## config.mk

```make
export PLATFORM = sky130hd
export DESIGN_NAME = can_clic_nested
export DESIGN_NICKNAME = d
export VERILOG_FILES = /design/src/rtl/can_clic_nested_pkg.sv /design/src/rtl/can_clic_nested_tree.sv /design/src/rtl/can_clic_nested.sv
export SDC_FILE = /design/constraint.sdc
export NUM_CORES = 1
export LEC_CHECK = 0
export CORE_MARGIN = 5
export CORE_UTILIZATION = 50
export CTS_BUF_LIST = sky130_fd_sc_hd__clkbuf_8
export DETAILED_ROUTE_END_ITERATION = 16
export PLACE_DENSITY = 0.78
export SLEW_MARGIN = 20
export SYNTH_ARGS = -nofsm -noshare
export SYNTH_HDL_FRONTEND = slang
export SYNTH_SLANG_ARGS = --single-unit
```

## constraint.sdc

```tcl
create_clock -name clk -period 12.79 [get_ports clk]
set_input_delay 2.558 -clock clk [delete_from_list [all_inputs] [get_ports clk]]
set_output_delay 2.558 -clock clk [all_outputs]
set_load 0.03 [all_outputs]
```

## src/rtl/can_clic_nested_pkg.sv

```systemverilog
// Shared sizes, types and per-source configuration record for the nested CLIC.
package can_clic_nested_pkg;

  localparam int unsigned N_SRC   = 8;
  localparam int unsigned PRIO_W  = 3;
  localparam int unsigned NEST    = 4;
  localparam int unsigned IDX_W   = $clog2(N_SRC);
  localparam int unsigned DEPTH_W = $clog2(NEST + 1);
  localparam int unsigned STK_W   = $clog2(NEST);

  typedef logic [PRIO_W-1:0]  prio_t;
  typedef logic [IDX_W-1:0]   idx_t;
  typedef logic [DEPTH_W-1:0] depth_t;
  typedef logic [STK_W-1:0]   stk_idx_t;

  typedef struct packed {
    prio_t prio;
    logic  en;
    logic  edge_trig;
  } src_cfg_t;

endpackage

```

## src/rtl/can_clic_nested_tree.sv

```systemverilog
// Combinational max-priority selection over all requesting sources; ties resolve to the lowest index.
module can_clic_nested_tree
  import can_clic_nested_pkg::*;
(
  input  logic [N_SRC-1:0] req,
  input  prio_t            prio [N_SRC],
  output logic             win_valid_c,
  output idx_t             win_idx_c,
  output prio_t            win_prio_c
);

  // Ascending scan with strict compare keeps the lowest index on equal priority.
  always_comb begin
    win_valid_c = 1'b0;
    win_idx_c   = '0;
    win_prio_c  = '0;
    for (int unsigned i = 0; i < N_SRC; i++) begin
      if (req[i] && (!win_valid_c || (prio[i] > win_prio_c))) begin
        win_valid_c = 1'b1;
        win_idx_c   = IDX_W'(i);
        win_prio_c  = prio[i];
      end
    end
  end

endmodule

```

## src/rtl/can_clic_nested.sv

```systemverilog
// Clocked CLIC: pending/config state, threshold stack for nested preemption, registered request to the core.
module can_clic_nested
  import can_clic_nested_pkg::*;
(
  input  logic               clk,
  input  logic               reset,
  input  logic [N_SRC-1:0]   src_i,
  input  logic               cfg_we,
  input  logic [IDX_W-1:0]   cfg_idx,
  input  logic [PRIO_W-1:0]  cfg_prio,
  input  logic               cfg_en,
  input  logic               cfg_edge,
  input  logic               thr_we,
  input  logic [PRIO_W-1:0]  thr_val,
  output logic               irq_valid,
  output logic [IDX_W-1:0]   irq_id,
  output logic [PRIO_W-1:0]  irq_prio,
  input  logic               irq_ready,
  input  logic               complete,
  output logic [DEPTH_W-1:0] depth,
  output logic               err_underflow
);

  src_cfg_t         cfg_q   [N_SRC];
  prio_t            stack_q [NEST];
  logic [N_SRC-1:0] src_q;
  logic [N_SRC-1:0] pend_q;
  prio_t            base_thr_q;

  logic [N_SRC-1:0] req_c;
  prio_t            prio_c [N_SRC];
  logic             win_valid_c;
  idx_t             win_idx_c;
  prio_t            win_prio_c;

  logic             claim_c;
  logic             nested_c;
  logic             full_c;
  logic [N_SRC-1:0] claim_clr_c;
  stk_idx_t         top_idx_c;
  stk_idx_t         push_idx_c;
  prio_t            cur_thr_c;
  logic             cand_c;

  always_comb begin
    for (int unsigned i = 0; i < N_SRC; i++) begin
      req_c[i]  = pend_q[i] & cfg_q[i].en;
      prio_c[i] = cfg_q[i].prio;
    end
  end

  can_clic_nested_tree u_tree (
    .req         (req_c),
    .prio        (prio_c),
    .win_valid_c (win_valid_c),
    .win_idx_c   (win_idx_c),
    .win_prio_c  (win_prio_c)
  );

  // Active threshold is the stack top while nested, otherwise the software base.
  always_comb begin
    claim_c     = irq_valid & irq_ready;
    nested_c    = (depth != '0);
    full_c      = (depth >= DEPTH_W'(NEST));
    top_idx_c   = STK_W'(depth - depth_t'(1));
    push_idx_c  = STK_W'(depth);
    claim_clr_c = claim_c ? (N_SRC'(1) << irq_id) : '0;
    cur_thr_c   = nested_c ? stack_q[top_idx_c] : base_thr_q;
    cand_c      = win_valid_c && (win_prio_c > cur_thr_c) && !full_c && !claim_c;
  end

  always_ff @(posedge clk) begin
    if (reset) begin
      src_q         <= '0;
      pend_q        <= '0;
      base_thr_q    <= '0;
      depth         <= '0;
      irq_valid     <= 1'b0;
      irq_id        <= '0;
      irq_prio      <= '0;
      err_underflow <= 1'b0;
      for (int unsigned i = 0; i < N_SRC; i++) cfg_q[i] <= '0;
      for (int unsigned i = 0; i < NEST; i++) stack_q[i] <= '0;
    end else begin
      src_q <= src_i;
      for (int unsigned i = 0; i < N_SRC; i++) begin
        if (cfg_q[i].edge_trig) pend_q[i] <= (pend_q[i] & ~claim_clr_c[i]) | (src_i[i] & ~src_q[i]);
        else                    pend_q[i] <= src_i[i];
      end

      if (cfg_we && (32'(cfg_idx) < N_SRC))
        cfg_q[cfg_idx] <= '{prio: cfg_prio, en: cfg_en, edge_trig: cfg_edge};
      if (thr_we) base_thr_q <= thr_val;

      // Tail-chain replaces the top in place; otherwise claim pushes and complete pops.
      if (claim_c) begin
        if (complete && nested_c) begin
          stack_q[top_idx_c] <= irq_prio;
        end else if (!full_c) begin
          stack_q[push_idx_c] <= irq_prio;
          depth               <= depth + depth_t'(1);
        end
      end else if (complete && nested_c) begin
        depth <= depth - depth_t'(1);
      end

      err_underflow <= complete && !claim_c && !nested_c;
      irq_valid     <= cand_c;
      irq_id        <= cand_c ? win_idx_c  : '0;
      irq_prio      <= cand_c ? win_prio_c : '0;
    end
  end

endmodule
```

## Yosys cells after proc, flatten, opt, wreduce, memory -nomap -nowiden

Memories as Yosys holds them, arrays and structs flattened.
Cells that the tools add are included.

- Register bits after elaboration: 30
- Latch bits: 0
- Memory bits (writable): 52
- ROM bits: 0
- Input port bits: 25
- Word-level logic and storage cells: 171
- Memories kept: 2

- Add/sub/neg operators: 2
- $mul: 0
- Divide/modulo/power cells: 0
- Magnitude comparators: 9
- Eq/ne operators: 2
- Shifts and indexed selects: 1
- Muxes and demuxes: 60
- Bitwise logic cells: 50
- Reductions and logical operators: 37

Memory list:

| memory | depth | bits a word | rd ports | clocked after Yosys merged registers in | write ports | RTL line | text |
|---|---|---|---|---|---|---|---|
| cfg_q | 8 | 5 | 8 | 0 | 8 | can_clic_nested.sv:24 | `src_cfg_t cfg_q [N_SRC];` |
| stack_q | 4 | 3 | 1 | 0 | 4 | can_clic_nested.sv:25 | `prio_t stack_q [NEST];` |

Operators with widths:

| cell | count |
|---|---|
| $mux 3 | 20 |
| $mux 1 | 34 |
| $and 1x1->1 | 25 |
| $gt 3x3->1 | 8 |
| $not 1->1 | 17 |
| $logic_and 1x1->1 | 13 |
| $logic_not 1->1 | 10 |
| $mux 2 | 4 |
| $mux 8 | 1 |
| $or 1x1->1 | 8 |
| $shl 1x3->8 const A | 1 |
| $logic_or 1x1->1 | 7 |
| $reduce_or 3->1 | 2 |
| $mux 5 | 1 |
| $reduce_or 5->1 | 1 |
| $add 3x1->3 const B | 1 |
| $ge 3x3->1 const B | 1 |
| $reduce_and 3->1 | 1 |
| $reduce_bool 3->1 | 1 |
| $sub 3x1->3 const B | 1 |
| $ne 2x1->1 const B | 1 |
| $ne 2x2->1 const B | 1 |
| $reduce_bool 2->1 | 1 |
| $reduce_or 2->1 | 1 |

## Depth between registers and ports, before layout

An unclocked memory read counts as a cell.

- Word-level depth: 37
- Gate-level depth with buffers: 53
- Depth with buffers taken out: 51

## Cells and area by module

A second synthesis with hierarchy kept.

- Cells, all modules: 450
- Area total of the unflattened synthesis: 4,693.3 um2

Modules (own cells, without submodules):

| module | instances | cells an instance | area an instance (um2) | seq. area each (um2) |
|---|---|---|---|---|
| can_clic_nested | 1 | 304 | 3,622.2 | 2,162.1 |
| can_clic_nested_tree | 1 | 146 | 1,071.0 | 0.0 |

## Least setup slack after synthesis

No wires, ideal clock.

- Kind: register -> register
- Start: register pend_q[0]
- End: register irq_id[0]
- Library setup time: 0.059 ns
- Data arrival time: 10.196 ns
- Required time: 12.731 ns
- Setup slack: 2.534 ns
- Cell stages (with the launch flop): 48
- Cell sequence: dfxtp_1 and3_1 inv_1 ha_1 and3_1 a211o_1 a211oi_1 ha_1 and3b_1 o21ai_0 a21o_1 mux2_2 ha_1 a31oi_1 a32o_1 mux2i_1 inv_1 ha_1 (+12 left out) a32o_1 a21oi_2 buf_2 a22oi_1 o21a_1 ha_1 a211o_1 a21oi_1 nor2_1 nor3_1 a211oi_1 ha_1 nor2b_1 o21ai_0 nand2b_1 nand4_1 a21oi_1 o31a_1

- Word-level cells in the longest chain between the ends: 36
- Elaborated cells on any way between the ends: 58
- Classes of those cells: order compare (8); mux (23); bitwise (2); reduce/logical (25)

RTL lines:

| element | RTL line | text |
|---|---|---|
| start: declaration | can_clic_nested.sv:27 | `logic [N_SRC-1:0] pend_q;` |
| start signal: indexed assignment | can_clic_nested.sv:87 | `if (cfg_q[i].edge_trig) pend_q[i] <= (pend_q[i] & ~claim_clr_c[i]) \| (src_i[i] & ~src_q[i]);` |
| start signal: indexed assignment | can_clic_nested.sv:88 | `else pend_q[i] <= src_i[i];` |
| $and 1x1->1 (*) | can_clic_nested.sv:47 | `req_c[i] = pend_q[i] & cfg_q[i].en;` |
| $mux 3 / $mux 1 (equally long branches) | can_clic_nested_tree.sv:18 | `if (req[i] && (!win_valid_c \|\| (prio[i] > win_prio_c))) begin` |
| $gt 3x3->1 / $logic_not 1->1 (equally long branches) | can_clic_nested_tree.sv:18 |  |
| $logic_or 1x1->1 | can_clic_nested_tree.sv:18 |  |
| $logic_and 1x1->1 | can_clic_nested_tree.sv:18 |  |
| $mux 3 / $mux 1 (equally long branches) | can_clic_nested_tree.sv:18 |  |
| $gt 3x3->1 / $logic_not 1->1 (equally long branches) | can_clic_nested_tree.sv:18 |  |
| $logic_or 1x1->1 | can_clic_nested_tree.sv:18 |  |
| (+19 left out) | -- |  |
| $logic_or 1x1->1 | can_clic_nested_tree.sv:18 |  |
| $logic_and 1x1->1 | can_clic_nested_tree.sv:18 |  |
| $mux 3 (*) | can_clic_nested_tree.sv:18 |  |
| named net u_tree.win_prio_c[1] | can_clic_nested_tree.sv:9 | `output prio_t win_prio_c` |
| $gt 3x3->1 (*) | can_clic_nested.sv:69 | `cand_c = win_valid_c && (win_prio_c > cur_thr_c) && !full_c && !claim_c;` |
| $logic_and 1x1->1 (*) (3 in a row) | can_clic_nested.sv:69 |  |
| $not 1->1 (no source line) (*) | -- |  |
| $reduce_or 2->1 (no source line) (*) | -- |  |
| end signal: assignment | can_clic_nested.sv:109 | `irq_id <= cand_c ? win_idx_c : '0;` |
| end: declaration | can_clic_nested.sv:16 | `output logic [IDX_W-1:0] irq_id,` |

Mark *: on every way through the listed nets, which the timed path passes. The rest lies on a longest branch.
A chain may end at the register's enable or synchronous reset.

## Worst setup path after layout

Ends and elaborated chain as after synthesis.

==> flow_summary_export.csv <==
group,metric,value,unit
sta,slew_violations,0,
sta,min_period,12080,ps
logic_synthesis,synthFlopType,"edfxtp_1",
flow_run,cap_violations,0,
sta,rsz0062_at_grt,"no",
global_routing,grt_pass1_wl,16550,um
global_routing,antenna_found_initial,0,
logic_synthesis,yosysTopAreaCell,"edfxtp_1",
setup_path,critPathMaxFanout,13,
clock_network,numCtsBuffers,9,
cells_and_area,diodes,0,
logic_synthesis,syn-num-nets,503,
power,power.density,150.3,mW/mm2
logic_synthesis,synthTopCellsByCount,"nand2_1, edfxtp_1, and2_1",
power,cellLeakagePower,2.035,nW
cells_and_area,area_delta_synth_final,13.82,%
clock_network,tritoncts,"yes",
placed_design,portBuffers,35,
logic_synthesis,synth_edf_count,52,
setup_path,end_kind,"flop",
logic_synthesis,ys_ff_latch,82,
placed_design,gp_congestion,0.8473,
global_routing,grt-ovfl-total,0,
setup_path,arrival,12350,ps
sta,slew_headroom,0.3794,
sta,worst_pin_slew,923.9,ps
floorplan,die_w,105.2,um
floorplan,ios,36,
floorplan,start_util,0.5167,
route,firstDrtPassIters,5,
clock_network,clockBufferDepth,2,
floorplan,dieArea,0.01106,mm2
sta,hold_viol_final,0,
setup_path,cp_data_required_time,13060,ps
floorplan,fp.coreArea,0.008763,mm2
logic_synthesis,ys_top_cells_by_area,"edfxtp_1, dfxtp_1, ha_1",
route,drtIter0Drc,198,
logic_synthesis,ys_seq_area_frac,0.4775,
route,wl_per_cell,16.72,um
cells_and_area,utilization,0.5881,
logic_synthesis,yosys.cell_types.count,49,
clock_network,h-tree-depth,3,
logic_synthesis,yosys.area.top_type_share,0.3448,
sta,max_clock_freq,0.08280,GHz
clock_network,path_clk_slew,80,ps
route,wl,10030,um
sta,setup_violations,0,
min_path,hp-class,"reg2reg",
clock_network,clock_latency,340,ps
logic_synthesis,netlist_area,0.004528,mm2
route,ant_nets,0,
logic_synthesis,yosysWarnings,0,
sta,hold_slack,471.2,ps
setup_path,crit_path_start_kind,"flop",
clock_network,post_cts_buffers,0,
sta,post-route-period-util,0.9443,
power,fin_total_pwr,0.7745,mW
setup_path,cp_slowest_cell,"nor3_1",
route,dr_total_vias,3535,
status,outcome,"finished, final reports clean",
clock_network,cts-resized-gates,0,
logic_synthesis,synth.most_common_cell,"nand2_1",
logic_synthesis,synth_cells,451,
placed_design,dp_slack,972.4,ps
floorplan,rows,34,
route,vias_per_cell,5.892,
logic_synthesis,async_reset_ff_frac,0,
global_routing,grtUsageTotal,0.1839,
route,remaining_drc_errors,0,
floorplan,die_h,105.2,um
global_routing,first_global_vias,3382,
setup_path,cpMostUsedCell,"ha_1",
placed_design,dpl.hpwl,7707,um
sta,setup_ws,712.3,ps
global_routing,grt_max_degree,46,
setup_path,crit_type,"reg2reg",
setup_path,cpPeakStageDelay,720,ps
cells_and_area,nets,539,
logic_synthesis,post_synth.cell_area_avg,10.04,um2
clock_network,cts_sinks,82,
cells_and_area,drive_gt1_frac,0.07927,
power,ir_drop,0.09792,mV
sta,tns,0,ps
sta,finClkSkew,10.51,ps
clock_network,hold_buffers,0,
clock_network,cts_root_buffer,"clkbuf_8",
## stage by stage
stage | cells | area (um2)
after floorplan | 451 | 4528
after global routing | 600 | 5154
final | 600 | 5154
after global placement | 584 | 4976
after detailed placement | 584 | 4976
after CTS | 600 | 5154
## state kept, by name (all words and copies together), names as in the netlist, 3 cells and up
signal      count
pend_q          8
depth           3
stack_q        12
irq_prio        3
src_q           8
irq_id          3
cfg_q          40
base_thr_q      3
## final cells by class
type,instances,area [um2]
flip-flops and latches,82,2162
well taps,108,135.1
fillers,724,3610
multi-input cells,335,2235
clock buffers,9,123.9
repair buffers,36,357.8
clock inverters,7,53.80
inverters,23,86.33
## power breakdown
part | total, mW | switching, mW | internal (mW) | leakage, nW
clock | 0.173 | 0.0859 | 0.0866 | 0.102
sequential | 0.334 | 0.0267 | 0.307 | 0.755
combinational | 0.268 | 0.152 | 0.116 | 1.18
total | 0.774 | 0.264 | 0.510 | 2.03
## logic make-up (layout without fill, tap and decap cells)
family | after synthesis | in the layout | synth area share
flops | 82 | 82 | 0.4775
fa+ha+maj | 27 | 27 | 0.07461
simple gates | 206 | 206 | 0.2332
compound gates | 87 | 87 | 0.1434
mux | 14 | 14 | 0.04034
buf+inv | 34 | 75 | 0.02901
xor+xnor | 1 | 1 | 0.001935
## final timing paths
check / startpoint / to / slack [ps] / cells past startpoint
hold reg to reg: pend_q[5]$_SDFF_PP0_ / pend_q[5]$_SDFF_PP0_ / 470 / 2
setup reg to reg: pend_q[0]$_SDFF_PP0_ / irq_id[0]$_SDFF_PP0_ / 710 / 47
hold / removal: pend_q[5]$_SDFF_PP0_ / pend_q[5]$_SDFF_PP0_ / 470 / 2
setup / recovery: pend_q[0]$_SDFF_PP0_ / irq_id[0]$_SDFF_PP0_ / 710 / 47
## cells in the final DEF (no fill, tap or decap), types with 4 or more instances in the layout
cell type        instances
a211o_1                  6
nor3_1                  16
inv_1                   26
mux2i_1                  7
nand2_1                 56
dfxtp_1                 30
a21oi_1                 19
nor2_1                  34
o21ai_0                  8
clkdlybuf4s50_1         35
edfxtp_1                52
mux2_2                   4
nand2b_1                 9
nand3b_1                 5
a32o_1                   4
and3_1                   7
clkbuf_8                 9
o31ai_1                  8
or2_2                    9
and2_1                  43
a211oi_1                14
nand3_1                  6
nor2b_1                 10
ha_1                    27
a21o_1                   4
a22oi_1                  5
## per-layer routing
metal,share of wire,global-route usage,routed length (um),vias up
li1,-,-,-,1712
met1,0.47,0.2546,4741,1692
met2,0.46,0.2918,4600,115
met3,0.049,0.02959,496,16
met4,0.019,0.06667,193,0
met5,0,0,0,-
## worst max-delay path, delay by kind of cell, from the launching register on
family	cells	cell delay (ps)
multiplexers	2	750
flip-flops	1	420
adder cells (fa/ha/maj)	8	2510
buffers and inverters	1	60
AND/OR/NAND/NOR	9	2150
AO/OA/AOI/OAI	27	6070
No activity file was read; power rests on OpenSTA's default activity.
